**config.mk**
```make
export PLATFORM = sky130hd
export DESIGN_NAME = fx_bus_arb
export DESIGN_NICKNAME = d
export VERILOG_FILES = /design/src/rtl/fx_bus_arb.sv
export SDC_FILE = /design/constraint.sdc
export NUM_CORES = 1
export LEC_CHECK = 0
export CAP_MARGIN = 20
export CORE_MARGIN = 5
export CORE_UTILIZATION = 43
export DETAILED_ROUTE_END_ITERATION = 12
export PLACE_DENSITY_LB_ADDON = 0.05
export SYNTH_ARGS = -nofsm -noshare
export SYNTH_HDL_FRONTEND = slang
export SYNTH_SLANG_ARGS = --single-unit
export TNS_END_PERCENT = 1
```
**constraint.sdc**
```tcl
create_clock -name clk_sys -period 2.3 [get_ports clk_sys]
set_input_delay 0.23 -clock clk_sys [delete_from_list [all_inputs] [get_ports clk_sys]]
set_output_delay 0.23 -clock clk_sys [all_outputs]
set_load 0.02 [all_outputs]
```
**src/rtl/fx_bus_arb.sv**
```systemverilog
// fx_bus_arb: two-master round-robin arbiter and sequencer for the shared fx register bus.
// Latency: write strobe and ack one cycle after grant; read ack RD_LAT+2 cycles after grant.
// Backpressure: a master holds req with a stable command until its ack; the loser waits in IDLE.
//
// Ports: clk_sys/rst_n (async active-low); m0_*/m1_* master request/command/ack/rdata;
//        fx_wr/fx_waddr/fx_data write strobe side, fx_rd/fx_raddr/fx_q read side; busy = not IDLE.
// Optional macro FX_ARB_LOCK_EN: a master whose lock is high in its ack cycle keeps the bus
// until an IDLE sampling edge sees its lock low. Without the macro the lock inputs are ignored.
module fx_bus_arb #(
   parameter int RD_LAT = 1
) (
   input  logic        clk_sys,
   input  logic        rst_n,
   input  logic        m0_req,
   input  logic        m0_we,
   input  logic [21:0] m0_addr,
   input  logic [7:0]  m0_wdata,
   input  logic        m0_lock,
   output logic        m0_ack,
   output logic [7:0]  m0_rdata,
   input  logic        m1_req,
   input  logic        m1_we,
   input  logic [21:0] m1_addr,
   input  logic [7:0]  m1_wdata,
   input  logic        m1_lock,
   output logic        m1_ack,
   output logic [7:0]  m1_rdata,
   output logic        fx_wr,
   output logic [21:0] fx_waddr,
   output logic [7:0]  fx_data,
   output logic        fx_rd,
   output logic [21:0] fx_raddr,
   input  logic [7:0]  fx_q,
   output logic        busy
);

   typedef enum logic [2:0] {IDLE, WR, RD, RWAIT, RACK} state_t;

   // Read wait counter start: zero means fx_q is sampled on the first RWAIT edge.
   localparam logic [3:0] WAIT_INIT = 4'(RD_LAT - 1);

   state_t      state;
   logic        rr_last;     // id of the master granted most recently
   logic        gnt;         // id of the master owning the current transaction
   logic [3:0]  cnt;
   logic        elig0;
   logic        elig1;
   logic        pick_vld;
   logic        pick;
   logic        pick_we;
   logic [21:0] pick_addr;
   logic [7:0]  pick_wdata;

`ifdef FX_ARB_LOCK_EN
   logic locked;
   logic lock_id;
   logic gnt_lock;    // lock input of the current transaction owner
   logic owner_lock;  // lock input of the master holding the locked bus
   assign gnt_lock   = gnt ? m1_lock : m0_lock;
   assign owner_lock = lock_id ? m1_lock : m0_lock;
`else
   logic unused_lock;
   assign unused_lock = m0_lock | m1_lock;
`endif

   always_comb begin
      elig0 = m0_req;
      elig1 = m1_req;
`ifdef FX_ARB_LOCK_EN
      // While the owner keeps lock asserted the other master is invisible.
      if (locked && owner_lock) begin
         elig0 = m0_req & ~lock_id;
         elig1 = m1_req & lock_id;
      end
`endif
      pick_vld   = elig0 | elig1;
      // On a tie the master that did not go last wins.
      pick       = (elig0 & elig1) ? ~rr_last : elig1;
      pick_we    = pick ? m1_we    : m0_we;
      pick_addr  = pick ? m1_addr  : m0_addr;
      pick_wdata = pick ? m1_wdata : m0_wdata;
   end

   always_ff @(posedge clk_sys or negedge rst_n) begin
      if (!rst_n) begin
         state    <= IDLE;
         rr_last  <= 1'b1;
         gnt      <= 1'b0;
         cnt      <= 4'd0;
         m0_ack   <= 1'b0;
         m1_ack   <= 1'b0;
         m0_rdata <= 8'h00;
         m1_rdata <= 8'h00;
         fx_wr    <= 1'b0;
         fx_waddr <= 22'h0;
         fx_data  <= 8'h00;
         fx_rd    <= 1'b0;
         fx_raddr <= 22'h0;
         busy     <= 1'b0;
`ifdef FX_ARB_LOCK_EN
         locked   <= 1'b0;
         lock_id  <= 1'b0;
`endif
      end else begin
         case (state)
            IDLE: begin
`ifdef FX_ARB_LOCK_EN
               // Release and normal arbitration happen on the same edge.
               if (locked && !owner_lock) locked <= 1'b0;
`endif
               if (pick_vld) begin
                  rr_last <= pick;
                  gnt     <= pick;
                  busy    <= 1'b1;
                  if (pick_we) begin
                     fx_wr    <= 1'b1;
                     fx_waddr <= pick_addr;
                     fx_data  <= pick_wdata;
                     m0_ack   <= ~pick;
                     m1_ack   <= pick;
                     state    <= WR;
                  end else begin
                     fx_rd    <= 1'b1;
                     fx_raddr <= pick_addr;
                     state    <= RD;
                  end
               end
            end
            WR: begin
               fx_wr  <= 1'b0;
               m0_ack <= 1'b0;
               m1_ack <= 1'b0;
               busy   <= 1'b0;
               state  <= IDLE;
`ifdef FX_ARB_LOCK_EN
               if (gnt_lock) begin
                  locked  <= 1'b1;
                  lock_id <= gnt;
               end
`endif
            end
            RD: begin
               fx_rd <= 1'b0;
               cnt   <= WAIT_INIT;
               state <= RWAIT;
            end
            RWAIT: begin
               if (cnt == 4'd0) begin
                  if (gnt) begin
                     m1_rdata <= fx_q;
                     m1_ack   <= 1'b1;
                  end else begin
                     m0_rdata <= fx_q;
                     m0_ack   <= 1'b1;
                  end
                  state <= RACK;
               end else begin
                  cnt <= cnt - 4'd1;
               end
            end
            RACK: begin
               m0_ack <= 1'b0;
               m1_ack <= 1'b0;
               busy   <= 1'b0;
               state  <= IDLE;
`ifdef FX_ARB_LOCK_EN
               if (gnt_lock) begin
                  locked  <= 1'b1;
                  lock_id <= gnt;
               end
`endif
            end
            default: state <= IDLE;
         endcase
      end
   end

endmodule

```
# [Yosys cells after proc, flatten, opt, wreduce, memory -nomap -nowiden]
# Index checks and enable logic that the tools add are counted.
[word_totals] regBits=82 elab_cells=80
[classes] addsub=1 n_eq_ne=11 mux=28 bitwise_logic=6 n_reduce_logical=20
[op_table] operator="22-bit two-way mux" n=1
[op_table] operator="3-bit AND reduction" n=6
[op_table] operator="1-bit two-way mux" n=15
[op_table] operator="2-bit inequality test (second input constant)" n=7
[op_table] operator="5-bit AND reduction" n=2
[op_table] operator="3-bit one-hot mux with 3 select lines" n=1
[op_table] operator="8-bit two-way mux" n=1
[op_table] operator="4-bit one-hot mux with 2 select lines" n=1
[op_table] operator="2-bit AND reduction" n=4
[op_table] operator="2-bit nonzero test" n=4
[op_table] operator="3-bit by 2-bit == test with 1-bit output (second input constant)" n=2
[op_table] operator="3-bit two-way mux" n=2
[op_table] operator="1-bit one-hot mux with 2 select lines" n=3
[op_table] operator="1-bit one-hot mux with 3 select lines" n=2
[op_table] operator="4-bit logical NOT" n=1
[op_table] operator="4-bit two-way mux" n=1
[op_table] operator="1-bit NOT" n=4
[op_table] operator="4-bit by 1-bit subtractor with 4-bit output (second input constant)" n=1
[op_table] operator="3-bit by 1-bit == test with 1-bit output (second input constant)" n=1
[op_table] operator="3-bit == test (second input constant)" n=1
[op_table] operator="3-bit logical NOT" n=1
[op_table] operator="3-bit nonzero test" n=1
[op_table] operator="2-bit two-way mux" n=1
[op_table] operator="2-bit OR reduction" n=1
[op_table] operator="other kinds (2)" n=2

# [Longest topological paths before layout]
[depth] word_depth=6 ltp_mapped=7

# [Worst setup path after synthesis]
# Ideal clock, no wire load.
[synth_path] path_type="reg2reg" from="register cnt[0]" to="register m0_rdata[0]" t_arrival_ns=1.790 slack_ns=0.385 stages_incl_launch_ff=7 n_path_buf=1 synth_period_minus_slack_ns=1.915 path_cell_list="dfrtp_1 -> inv_1 -> ha_1 -> or3b_1 -> buf_2 -> nor4_4 -> mux2_2"
[synth_via] elab_chain_len=2
[synth_rtl] element="start: declaration" line="45" text="logic [3:0] cnt;"
[synth_rtl] element="start signal: assignment" line="158" text="cnt <= cnt - 4'd1;"
[synth_rtl] element="4-bit logical NOT" line="148" text="if (cnt == 4'd0) begin"
[synth_rtl] element="3-bit AND reduction (no line)"
[synth_rtl] element="end signal: assignment" line="153" text="m0_rdata <= fx_q;"
[synth_rtl] element="end: declaration" line="20" text="output logic [7:0] m0_rdata,"
# Every way passes these cells.
# A chain may end at the register's enable or synchronous reset.

# [Worst setup path after layout]
[layout_path] from="register rr_last" to="register fx_waddr[12]"
[layout_via] elab_chain_len=4 word_cells_on_any_way=5
[layout_rtl] element="start: declaration" line="43" text="logic rr_last;"
[layout_rtl] element="start signal: assignment" line="112" text="rr_last <= pick;"
[layout_rtl] element="1-bit NOT *" line="78" text="pick = (elig0 & elig1) ? ~rr_last : elig1;"
[layout_rtl] element="1-bit two-way mux *" line="78"
[layout_rtl] element="1-bit two-way mux" line="79" text="pick_we = pick ? m1_we : m0_we;"
[layout_rtl] element="3-bit AND reduction (no line)"
[layout_rtl] element="end signal: assignment" line="117" text="fx_waddr <= pick_addr;"
[layout_rtl] element="end: declaration" line="29" text="output logic [21:0] fx_waddr,"
# Every way passes the cells marked *; elsewhere a longest branch is shown, timed or not.

==> flow_metrics.py <==
metrics = {
    "clock_network": {
        "cts_buffers": 9,
        "cts_setup_buffers": 0,
        "cts_sinks": 82,
        "cts_tree": "built",
        "htreeDepth": 3,
        "clk_latency_ns": 0.34,
        "clockRootBuffer": "clkbuf_8",
        "path_clk_slew_ns": 0.08,
        "clockBufferDepth": 2,
        "cts_resized": 0,
    },
    "floorplanning": {
        "row_count": 33,
        "ios": 149,
        "die_h_um": 102.8,
        "start_util_pct": 44.61,
        "coreArea_mm2": 0.008299,
        "fp.dieW_um": 102.8,
        "dieArea_mm2": 0.01057,
    },
    "sta": {
        "rsz0062_at_grt": "no",
        "finClkSkew_ns": 0.008350,
        "fmax_mhz": 477.3,
        "finalMaxSlewViolations": 0,
        "finalCriticalPeriod_ns": 2.095,
        "worst_pin_slew_ns": 0.9182,
        "period_share_pct": 91.08,
        "slew_headroom_pct": 38.64,
        "hold_slack_ns": 0.4013,
        "hold_viol_final": 0,
        "setup_viol": 0,
    },
    "synth": {
        "syn-instance-count": 251,
        "synth_warnings": 0,
        "async_reset_ff_share_pct": 100.0,
        "synth_nets": 329,
        "synth_edf_count": 0,
        "ys_types": 38,
        "synthFlopType": "dfrtp_1",
        "yosysSeqAreaShare_pct": 55.46,
        "synth_area_mm2": 0.003702,
        "ys_ff_latch": 82,
        "avgSynthCellArea_um2": 14.75,
    },
    "global_routing": {
        "grt_pass1_vias": 2722,
        "grt_pass1_wl_um": 13930,
        "grt.busiest_layer": "met2",
        "grt_max_degree": 43,
        "antenna_found_initial": 0,
        "use_met2_pct": 28.00,
        "grt_overflow": 0,
        "grt_util_met3_pct": 7.781,
        "gr-usage-met1_pct": 20.76,
        "track_usage_pct": 17.11,
    },
    "setup_path": {
        "crit_slowest_cell": "nor2_4",
        "crit_chain": "a21boi_4, mux2i_1, nor2_4, mux2_2",
        "reg2reg_slack_ns": 0.21,
        "r2r_end": "fx_waddr[12]",
        "reg2reg_from": "rr_last",
        "worst_ep_required_time_ns": 2.53,
        "cp.arrival_ns": 2.32,
        "cp-end-kind": "register",
        "slowest_delay_ns": 0.72,
        "r2r_cells": 4,
        "start_kind": "register",
        "path_class": "register to register",
        "worstPathMaxFanout": 30,
    },
    "min_path": {
        "hp-class": "input pin to asynchronous set/reset pin",
    },
    "final_layout": {
        "instances_no_fill": 519,
        "area_growth_pct": 50.05,
        "final_util_pct": 66.94,
        "multi_input_area_mm2": 0.001564,
        "fin_nets": 487,
        "n_antenna_cell": 0,
        "drive_gt1_share_pct": 32.13,
        "regArea_mm2": 0.002053,
        "nFillCells": 661,
    },
    "pwr": {
        "power_frac_comb_pct": 53.2,
        "swShare_pct": 36.05,
        "irDropWorstVdd_mv": 0.7405,
        "power_switching_mw": 2.776,
        "intPower_mw": 4.925,
        "p_per_area_mw_per_mm2": 1386,
        "p_leak_nw": 2.347,
        "power_frac_seq_pct": 33.1,
        "clkPwrFrac_pct": 13.7,
    },
    "route": {
        "wire_per_inst_um": 17.18,
        "first_pass_iters": 4,
        "drtIter0Drc": 42,
        "avgViaCountPerCell": 5.087,
        "drc_errors": 0,
        "drt-total-wl_um": 8914,
        "ant_nets": 0,
        "vias": 2640,
    },
    "placement": {
        "dp_cells": 502,
        "gp_congestion": 0.7483,
        "hpwlAfterDp_um": 6499,
        "portBuffers": 146,
    },
    "outcome": {
        "outcome": "complete, no violations",
    },
    "flow_run": {
        "maxCapViolCount": 0,
    },
}
==> worst max-delay path by stage <==
stage               startpoint            to  cells after the start
finish                 rr_last  fx_waddr[12]                      4
global route           rr_last   fx_waddr[6]                      4
CTS                    rr_last   fx_waddr[6]                      4
detailed placement      m0_req  fx_waddr[18]                      5
global placement        m0_req  fx_waddr[19]                      5
floorplan               cnt[0]   m0_rdata[0]                      6
==> stage by stage <==
| stage | area [um2] | worst slack (ns) | TNS [ns] | total power, mW |
|---|---|---|---|---|
| 3_5_place_dp | 5341 | -0.08091 | -2.145 | 6.711 |
| 2_1_floorplan | 3702 | 0.3848 | 0 | 4.797 |
| 6_report | 5555 | 0.2051 | 0 | 7.701 |
| 3_3_place_gp | 5341 | -0.05661 | -1.562 | 6.642 |
| 4_1_cts | 5555 | 0.1630 | 0 | 7.809 |
| 5_1_grt | 5555 | 0.06820 | 0 | 8.141 |
==> power by group through the flow <==
stage / registers [mW] / logic [mW] / clock network [mW]
floorplan: 3.35 / 1.45 / 0
global placement: 2.54 / 4.10 / 0
detailed placement: 2.57 / 4.14 / 0
CTS: 2.56 / 4.15 / 1.10
global route: 2.65 / 4.34 / 1.16
finish: 2.55 / 4.10 / 1.06
==> metal layers <==
metal  part of all wire, %  vias up
li1                      -     1220
met1                    39     1300
met2                    49      110
met3                    10       10
met4                   1.1        0
met5                     0        -
==> cell families (layout without fill, tap and decap cells) <==
group | Yosys count | after routing | share of synthesized area (%)
xor+xnor | 2 | 2 | 0.4732
buf+inv | 16 | 179 | 2.568
simple gates | 29 | 29 | 4.833
compound gates | 21 | 21 | 3.988
flops | 82 | 82 | 55.46
fa+ha+maj | 2 | 2 | 0.6758
mux | 99 | 99 | 32.00
==> layout by cell type, fill, tap and decap left out, types with 2 or more instances in the layout <==
cell / instances
inv_1: 3
a21oi_1: 7
ha_1: 2
o21ai_0: 4
clkbuf_8: 10
nor4_1: 2
mux2_4: 19
clkinvlp_4: 2
nor2_1: 5
nand3_1: 5
clkdlybuf4s50_1: 145
buf_4: 12
mux2_1: 3
buf_12: 2
nand2_1: 6
xor2_1: 2
dfrtp_1: 81
mux2_2: 76
==> registers in the layout (all words and copies together) (netlist names) <==
signal    cells
busy          1
cnt           4
fx_data       8
fx_raddr     22
fx_rd         1
fx_waddr     22
fx_wr         1
gnt           1
m0_ack        1
m0_rdata      8
m1_ack        1
m1_rdata      8
rr_last       1
state         3
==> synthesized netlist by cell type (all sizes together), types with 2 or more instances <==
cell	number	share of area (%)
buf	12	2.2
xor2	2	0.47
a21boi	2	0.71
a21oi	7	0.95
nand2	7	0.78
inv	3	0.30
mux2	98	32
nor3	3	0.84
ha	2	0.68
nand2b	2	0.34
o21ai	5	0.78
nor2	6	0.61
dfrtp	81	55
nand3	5	0.68
nor4	3	0.91
==> area by class of cell <==
cell class	count	share of cell area, %
inverter	3	0.2027
multi-input combinational	153	28.15
sequential	82	36.96
clock buffer	11	2.545
tap	105	2.365
clock inverter	5	1.126
timing repair buffer	160	28.65
==> repair_timing <==
action / 4_1_cts / 5_1_grt
setup endpoints to repair: 0 / 0
hold buffers: 1 / 0
endpoints found under the hold margin: 40 / 0
==> worst max-delay path, delay by kind of cell (launching register included) <==
family,cells,cell delay [ns]
DFF,1,0.59
muxes,2,0.60
AOI/OAI and AO/OA,1,0.07
and+or+nand+nor,1,0.72
Note: power is estimated with default switching activity, not from simulation.
